## src/rtl/regstatus_sched_pkg.sv

```systemverilog
// Shared constants, state encoding and tag helpers for the register-status write-port scheduler.
package regstatus_sched_pkg;

    localparam int NREG  = 32;
    localparam int IDXW  = 5;
    localparam int TAGW  = 6;
    localparam int CNTW  = 2;

    localparam logic [TAGW-1:0] INVALID   = 6'b010000;
    localparam logic [TAGW-1:0] TAG_LIMIT = 6'd16;
    localparam logic [IDXW-1:0] LAST_IDX  = 5'd31;
    localparam logic [IDXW-1:0] ZERO_IDX  = 5'd0;
    localparam logic [CNTW-1:0] STARVE    = 2'd2;
    localparam logic [CNTW-1:0] CNT_MAX   = 2'd3;

    typedef enum logic [0:0] {
        ST_IDLE  = 1'b0,
        ST_FLUSH = 1'b1
    } sched_state_e;

    // Tags at or above TAG_LIMIT (including INVALID itself) never name a ROB entry.
    function automatic logic tag_legal(input logic [TAGW-1:0] tag);
        return (tag < TAG_LIMIT);
    endfunction

    // x0 is hard-wired to "no producer" and never receives a write.
    function automatic logic idx_writable(input logic [IDXW-1:0] idx);
        return (idx != ZERO_IDX);
    endfunction

endpackage

```

## src/rtl/regstatus_sched.sv

```systemverilog
// Arbitrates the single rename-table write port between dispatch and commit and
// sequences a full-table invalidate after a mispredict flush.
module regstatus_sched
    import regstatus_sched_pkg::*;
(
    input  logic            clk,
    input  logic            rst,
    input  logic            disp_valid,
    input  logic [IDXW-1:0] disp_rd,
    input  logic [TAGW-1:0] disp_tag,
    output logic            disp_ready,
    input  logic            cmt_valid,
    input  logic [IDXW-1:0] cmt_rd,
    input  logic [TAGW-1:0] cmt_tag,
    output logic            cmt_ready,
    input  logic            flush,
    output logic            flush_busy,
    output logic [IDXW-1:0] st_ridx,
    input  logic [TAGW-1:0] st_rdata,
    output logic            st_we,
    output logic [IDXW-1:0] st_idx,
    output logic [TAGW-1:0] st_data
);

    sched_state_e    state_r;
    logic [IDXW-1:0] flush_idx_r;
    logic [CNTW-1:0] starve_cnt_r;

    logic [TAGW-1:0] eff_tag_s;
    logic            own_s;
    logic            disp_need_s;
    logic            cmt_need_s;
    logic            wr_en_s;
    logic [IDXW-1:0] wr_idx_s;
    logic [TAGW-1:0] wr_data_s;
    logic            starve_inc_s;
    logic            cmt_accept_s;

    assign st_ridx = cmt_rd;

    // Ownership check, bypassing the write that is on its way into the table this cycle.
    always_comb begin
        eff_tag_s = st_rdata;
        if (st_we && (st_idx == cmt_rd)) begin
            eff_tag_s = st_data;
        end else begin
            eff_tag_s = st_rdata;
        end
        own_s       = (eff_tag_s == cmt_tag);
        disp_need_s = disp_valid && idx_writable(disp_rd) && tag_legal(disp_tag);
        cmt_need_s  = cmt_valid && own_s && idx_writable(cmt_rd) && tag_legal(cmt_tag);
    end

    // IDLE arbitration: decide acceptance and which single write (if any) goes out.
    always_comb begin
        disp_ready   = 1'b0;
        cmt_ready    = 1'b0;
        wr_en_s      = 1'b0;
        wr_idx_s     = ZERO_IDX;
        wr_data_s    = INVALID;
        starve_inc_s = 1'b0;
        if ((state_r == ST_IDLE) && !flush) begin
            if (disp_need_s && cmt_need_s && (disp_rd != cmt_rd)) begin
                // Genuine port conflict: commit only wins once it has been starved long enough.
                if (starve_cnt_r >= STARVE) begin
                    cmt_ready = 1'b1;
                    wr_en_s   = 1'b1;
                    wr_idx_s  = cmt_rd;
                    wr_data_s = INVALID;
                end else begin
                    disp_ready   = 1'b1;
                    wr_en_s      = 1'b1;
                    wr_idx_s     = disp_rd;
                    wr_data_s    = disp_tag;
                    starve_inc_s = 1'b1;
                end
            end else begin
                disp_ready = disp_valid;
                cmt_ready  = cmt_valid;
                // A dispatch to the same rd supersedes the commit release.
                if (disp_need_s) begin
                    wr_en_s   = 1'b1;
                    wr_idx_s  = disp_rd;
                    wr_data_s = disp_tag;
                end else if (cmt_need_s) begin
                    wr_en_s   = 1'b1;
                    wr_idx_s  = cmt_rd;
                    wr_data_s = INVALID;
                end else begin
                    wr_en_s = 1'b0;
                end
            end
        end else begin
            disp_ready = 1'b0;
            cmt_ready  = 1'b0;
        end
        cmt_accept_s = cmt_valid && cmt_ready;
    end

    // Scheduler FSM with registered write port, flush index and starvation counter.
    always_ff @(posedge clk or posedge rst) begin
        if (rst) begin
            state_r      <= ST_IDLE;
            flush_idx_r  <= ZERO_IDX;
            starve_cnt_r <= 2'd0;
            flush_busy   <= 1'b0;
            st_we        <= 1'b0;
            st_idx       <= ZERO_IDX;
            st_data      <= INVALID;
        end else begin
            case (state_r)
                ST_IDLE: begin
                    if (flush) begin
                        state_r     <= ST_FLUSH;
                        flush_idx_r <= ZERO_IDX;
                        flush_busy  <= 1'b1;
                        st_we       <= 1'b0;
                    end else begin
                        st_we <= wr_en_s;
                        if (wr_en_s) begin
                            st_idx  <= wr_idx_s;
                            st_data <= wr_data_s;
                        end else begin
                            st_idx  <= st_idx;
                            st_data <= st_data;
                        end
                        if (cmt_accept_s) begin
                            starve_cnt_r <= 2'd0;
                        end else if (starve_inc_s && (starve_cnt_r != CNT_MAX)) begin
                            starve_cnt_r <= starve_cnt_r + 2'd1;
                        end else begin
                            starve_cnt_r <= starve_cnt_r;
                        end
                    end
                end
                ST_FLUSH: begin
                    st_we   <= 1'b1;
                    st_idx  <= flush_idx_r;
                    st_data <= INVALID;
                    if (flush_idx_r == LAST_IDX) begin
                        state_r      <= ST_IDLE;
                        flush_idx_r  <= ZERO_IDX;
                        flush_busy   <= 1'b0;
                        starve_cnt_r <= 2'd0;
                    end else begin
                        flush_idx_r <= flush_idx_r + 5'd1;
                    end
                end
                default: begin
                    state_r     <= ST_IDLE;
                    flush_idx_r <= ZERO_IDX;
                    flush_busy  <= 1'b0;
                    st_we       <= 1'b0;
                end
            endcase
        end
    end

endmodule

```

## config.mk

```make
export PLATFORM = sky130hd
export DESIGN_NAME = regstatus_sched
export DESIGN_NICKNAME = d
export VERILOG_FILES = /design/src/rtl/regstatus_sched_pkg.sv /design/src/rtl/regstatus_sched.sv
export SDC_FILE = /design/constraint.sdc
export NUM_CORES = 1
export LEC_CHECK = 0
export BUFFER_PORTS_ARGS = -buffer_cell sky130_fd_sc_hd__buf_2
export CAP_MARGIN = 20
export CORE_UTILIZATION = 51
export DETAILED_ROUTE_END_ITERATION = 16
export MAX_ROUTING_LAYER = met4
export PLACE_DENSITY_LB_ADDON = 0.1
export SYNTH_ARGS = -nofsm -noshare
export SYNTH_HDL_FRONTEND = slang
export SYNTH_SLANG_ARGS = --single-unit
export TNS_END_PERCENT = 30
```

## constraint.sdc

```tcl
create_clock -name clk -period 3.7 [get_ports clk]
set_input_delay 0.74 -clock clk [delete_from_list [all_inputs] [get_ports clk]]
set_output_delay 0.74 -clock clk [all_outputs]
set_load 0.01 [all_outputs]
```

Word level (Yosys, flattened, before mapping)
Index checks and enable logic that the tools add are counted.

cells by class
  add/subtract/negate cells = 2
  magnitude comparators = 3
  equality and inequality tests = 10
  multiplexer cells = 44
  bitwise logic cells = 1
  reduce and logical (&&, ||, !) cells = 17

operator list
  kind                                                   count
  two-way mux 5 bit                                      9
  two-way mux 6 bit                                      7
  case mux 5 bit (2 select lines)                        2
  two-way mux 1 bit                                      17
  < comparator 6 x 5 -> 1 bit, second input constant     2
  case mux 6 bit (2 select lines)                        1
  logical AND 1 bit                                      11
  nonzero test 5 bit                                     2
  two-way mux 2 bit                                      4
  inequality test 2 bit, second input constant           4
  == test 6 bit                                          1
  case mux 1 bit (2 select lines)                        3
  adder 5 x 1 -> 5 bit, second input constant            1
  == test 5 bit                                          1
  == test 5 bit, second input constant                   1
  inequality test 5 bit                                  1
  case mux 2 bit (2 select lines)                        1
  AND reduction 2 bit                                    2
  inequality test 3 x 2 -> 1 bit, second input constant  1
  AND reduction 3 bit                                    1
  adder 2 x 1 -> 2 bit, second input constant            1
  >= comparator 2 bit, second input constant             1
  inequality test 2 x 1 -> 1 bit, second input constant  1
  zero test 1 bit                                        1
  inverter 1 bit                                         1

storage, ports and cells
  register bits after elaboration = 21
  input port bits = 33
  output and inout port bits = 20
  logic and storage cells = 84

Longest topological paths before layout
  depth after elaboration = 16
  depth in mapped cells = 8
  mapped depth without buffers = 8

Worst setup path before layout
OpenSTA, ideal clock, no wires.

  kind = input to output
  start = in cmt_rd[2]
  end = out disp_ready
  data arrival time = 2.573 ns
  data required time = 2.960 ns
  setup slack = 0.387 ns
  stages on the path = 8
  buffers on the path = 1
  cell sequence = xnor2_1 -> and4_1 -> buf_4 -> a22oi_2 -> a311oi_4 -> o2111ai_1 -> or4b_4 -> a21oi_1

on the way
  longest elaborated chain between the ends = 11
  elaborated cells between the ends (all ways) = 13
  those cells by class = 3 x eq/ne; 3 x mux; 7 x reduce/logical

ends and longest elaborated chain
  what                            RTL line               text
  start: declaration              regstatus_sched.sv:13  input logic [IDXW-1:0] cmt_rd,
  == test 5 bit                   regstatus_sched.sv:44  if (st_we && (st_idx == cmt_rd)) begin
  logical AND 1 bit               regstatus_sched.sv:44
  two-way mux 6 bit               regstatus_sched.sv:44
  == test 6 bit                   regstatus_sched.sv:49  own_s = (eff_tag_s == cmt_tag);
  logical AND 1 bit (3 in a row)  regstatus_sched.sv:51  cmt_need_s = cmt_valid && own_s && idx_writable(cmt_rd) && tag_legal(cmt_tag);
  logical AND 1 bit               regstatus_sched.sv:63  if (disp_need_s && cmt_need_s && (disp_rd != cmt_rd)) begin
  logical AND 1 bit *             regstatus_sched.sv:63
  two-way mux 1 bit *             regstatus_sched.sv:63
  two-way mux 1 bit *             regstatus_sched.sv:62  if ((state_r == ST_IDLE) && !flush) begin
  end: declaration                regstatus_sched.sv:11  output logic disp_ready,

Mark *: on every way between the ends. The rest lies on a longest branch, timed or not.

Worst setup path after layout
  start = in cmt_rd[2]
  end = out cmt_ready

on the way
  longest elaborated chain between the ends = 11
  elaborated cells between the ends (all ways) = 13
  those cells by class = 3 x eq/ne; 3 x mux; 7 x reduce/logical

ends and longest elaborated chain
  what                            RTL line               text
  == test 5 bit                   regstatus_sched.sv:44
  logical AND 1 bit               regstatus_sched.sv:44
  two-way mux 6 bit               regstatus_sched.sv:44
  == test 6 bit                   regstatus_sched.sv:49
  logical AND 1 bit (3 in a row)  regstatus_sched.sv:51
  logical AND 1 bit               regstatus_sched.sv:63
  logical AND 1 bit *             regstatus_sched.sv:63
  two-way mux 1 bit *             regstatus_sched.sv:63
  two-way mux 1 bit *             regstatus_sched.sv:62
  end: declaration                regstatus_sched.sv:15  output logic cmt_ready,

Marked as above.

==> run metrics <==
sequential area share after synthesis 32.6%; All-Layer GR Usage 25.8%; Core Footprint 3030 sq um; TritonCTS buffer count 3; worst reg2reg path depth 8; worst slew pin tran 0.799 ns; CP Capture Type output port; RSZ-0062 raised after global routing no; via count 1611; diodes inserted 0; Hold WC Path Type flop to flop; WP data required 2.96 ns; Arr. time, crit path 2.83 ns; post-route ant nets 0; final worst slack 0.132 ns; Yosys cell types 49; final setup vio count 0; Critical Path Start Type input port; # port buffers 52; met3 routed WL 212 um; Hold Fails Final Rpt 0; Post-synth EDFFs 0; Synth top area share 31.0%; Die Wd 58.3 um; class of the most critical setup path input port to output port; overall routed net length 4.19 mm; die area 3390 sq um; vias in the first global route 1410; f_max 0.280 GHz; Max-slew headroom 46.7%; first-pass GRT wire length 6.58 mm; yosys warns 0; TNS Setup 0 ns; period utilization 96.4%; Via density 5.67; commonest non-fill, non-tap cell in the layout buf_2; maxcap violations 0; CP Max Fanout 6; fin. max-slew vios 0; Max Used Layer met3; clk slew on worst S/H paths 0.12 ns; CTS root buf clkbuf_4; hpwl dp 3.36 mm; synthesized instance count 183; router iterations before antenna repair 4; WL met2 1.91 mm; dominant synthesized flop cell dfrtp_1; Post-CTS Setup Inserts 0; most frequent cells in the layout buf_2 (52), dfrtp_1 (20), nand3_1 (12), nand2_1 (11), nor2_1 (11); area grow syn2layout 23.0%; drt drc 0; pin count of the biggest net entering global routing 22; outcome finished clean; final core utilization 65.6%; First DRT Iteration DRCs 97; layout cells sized above 1 33.3%; post-route cell area 1990 sq um; fin crit period 3.57 ns; Peak supply drop 0.349 mV; Longest Clk Path Bufs 2; GRT overflow 0; DP Area 1950 sq um; GP Congestion 0.979; clock skew 0.00690 ns; Lkg Pwr 0.860 nW; CTS tree yes; routed len/inst 14.8 um; WHS Path Cells 2; Layout Nets 278; top cell type by total area after synthesis dfrtp_1; mapped cell area 1610 sq um; dpl ws 0.0506 ns; async set-reset flop share out of synthesis 100%; chip height 58.3 um; Metal-1 WL 2.07 mm; initial antenna violation count 0; Mapped Nets 220; H-tree levels 1; Initial Util 53.3%; mean area per synthesized cell 8.82 sq um; clk_lat worst skew 0.30 ns; register bit total from synthesis 21; power per cell area 449 nW/um^2; CTS Sinks 21; num ports 53; top cells by area, synth dfrtp_1 (31%), xnor2_1 (4.9%), nand3_1 (3.7%); # rows 20
## Yosys cell counts, types with 3 or more instances
master / n
a2111oi_0: 3
a21oi_1: 8
a31oi_1: 3
and3_1: 4
buf_4: 6
dfrtp_1: 20
ha_1: 4
inv_1: 9
mux2_2: 3
nand2_1: 11
nand2b_1: 5
nand3_1: 12
nand4_1: 5
nor2_1: 11
nor2b_1: 3
o21a_1: 4
o21ai_0: 10
o21ai_1: 9
xnor2_1: 9
xor2_1: 5
## registers in the layout, summed over array words and instances (netlist names)
| register | cells |
|---|---|
| flush_busy | 1 |
| flush_idx_r | 5 |
| st_data | 6 |
| state_r | 1 |
| starve_cnt_r | 2 |
| st_idx | 5 |
| st_we | 1 |
## through the flow
stage / total power, mW / instances / hold WS (ns)
5_1_grt: 0.956 / 284 / 0.536
2_1_floorplan: 0.636 / 183 / 0.498
3_3_place_gp: 0.760 / 280 / 0.457
4_1_cts: 0.887 / 284 / 0.509
6_report: 0.891 / 284 / 0.506
3_5_place_dp: 0.771 / 280 / 0.481
## report_power, final
| group | internal [mW] | switching [mW] | total, mW |
|---|---|---|---|
| Combinational | 0.195 | 0.206 | 0.401 |
| Clock | 0.0403 | 0.0704 | 0.111 |
| Sequential | 0.297 | 0.0829 | 0.380 |
| Total | 0.532 | 0.359 | 0.891 |
## routing by layer
metal	vias up	GRT usage, %
li1	797	-
met1	753	38.0
met2	61	39.6
met3	0	2.68
met4	0	3.06
met5	-	-
## cell type report
type / count / area [sq um]
Clock buffer: 3 / 22.5
Clock inverter: 1 / 5.00
Fill cell: 280 / 1040
Inverter: 9 / 33.8
Multi-Input combinational cell: 144 / 1010
Sequential cell: 21 / 527
Tap cell: 44 / 55.1
Timing Repair Buffer: 62 / 335
## cells by family (layout without fill, tap and decap cells)
kind of cell | Yosys count | count (layout) | synth area share, %
fa+ha+maj | 4 | 4 | 3.10
compound gates | 55 | 55 | 25.4
simple gates | 66 | 66 | 22.2
mux | 5 | 5 | 3.33
flops | 21 | 21 | 32.6
buf+inv | 18 | 75 | 5.66
xor+xnor | 14 | 14 | 7.60
## timing repair
action,in CTS,in global routing
endpoints found under the setup margin,0,2
gates resized for setup,0,4
hold buffers,0,0
## worst max-delay path: stages
cell and delay (ns):
buf_2 0.15, xnor2_2 0.17, and4_2 0.31, a22oi_2 0.11
a311oi_4 0.30, o2111ai_1 0.19, or4b_4 0.58, nor2b_1 0.14
buf_2 0.14
## final timing paths
check / startpoint / end / slack (ns)
max: cmt_rd[2] / cmt_ready / 0.13
min: flush_busy / flush_busy / 0.51
max reg2reg: st_idx[2] / st_data[4] / 1.12
min reg2reg: flush_busy / flush_busy / 0.51
max in group asynchronous: rst / flush_idx_r[0] / 2.64
min in group asynchronous: rst / st_idx[4] / 0.57
Note: power is estimated with default switching activity, not from simulation.
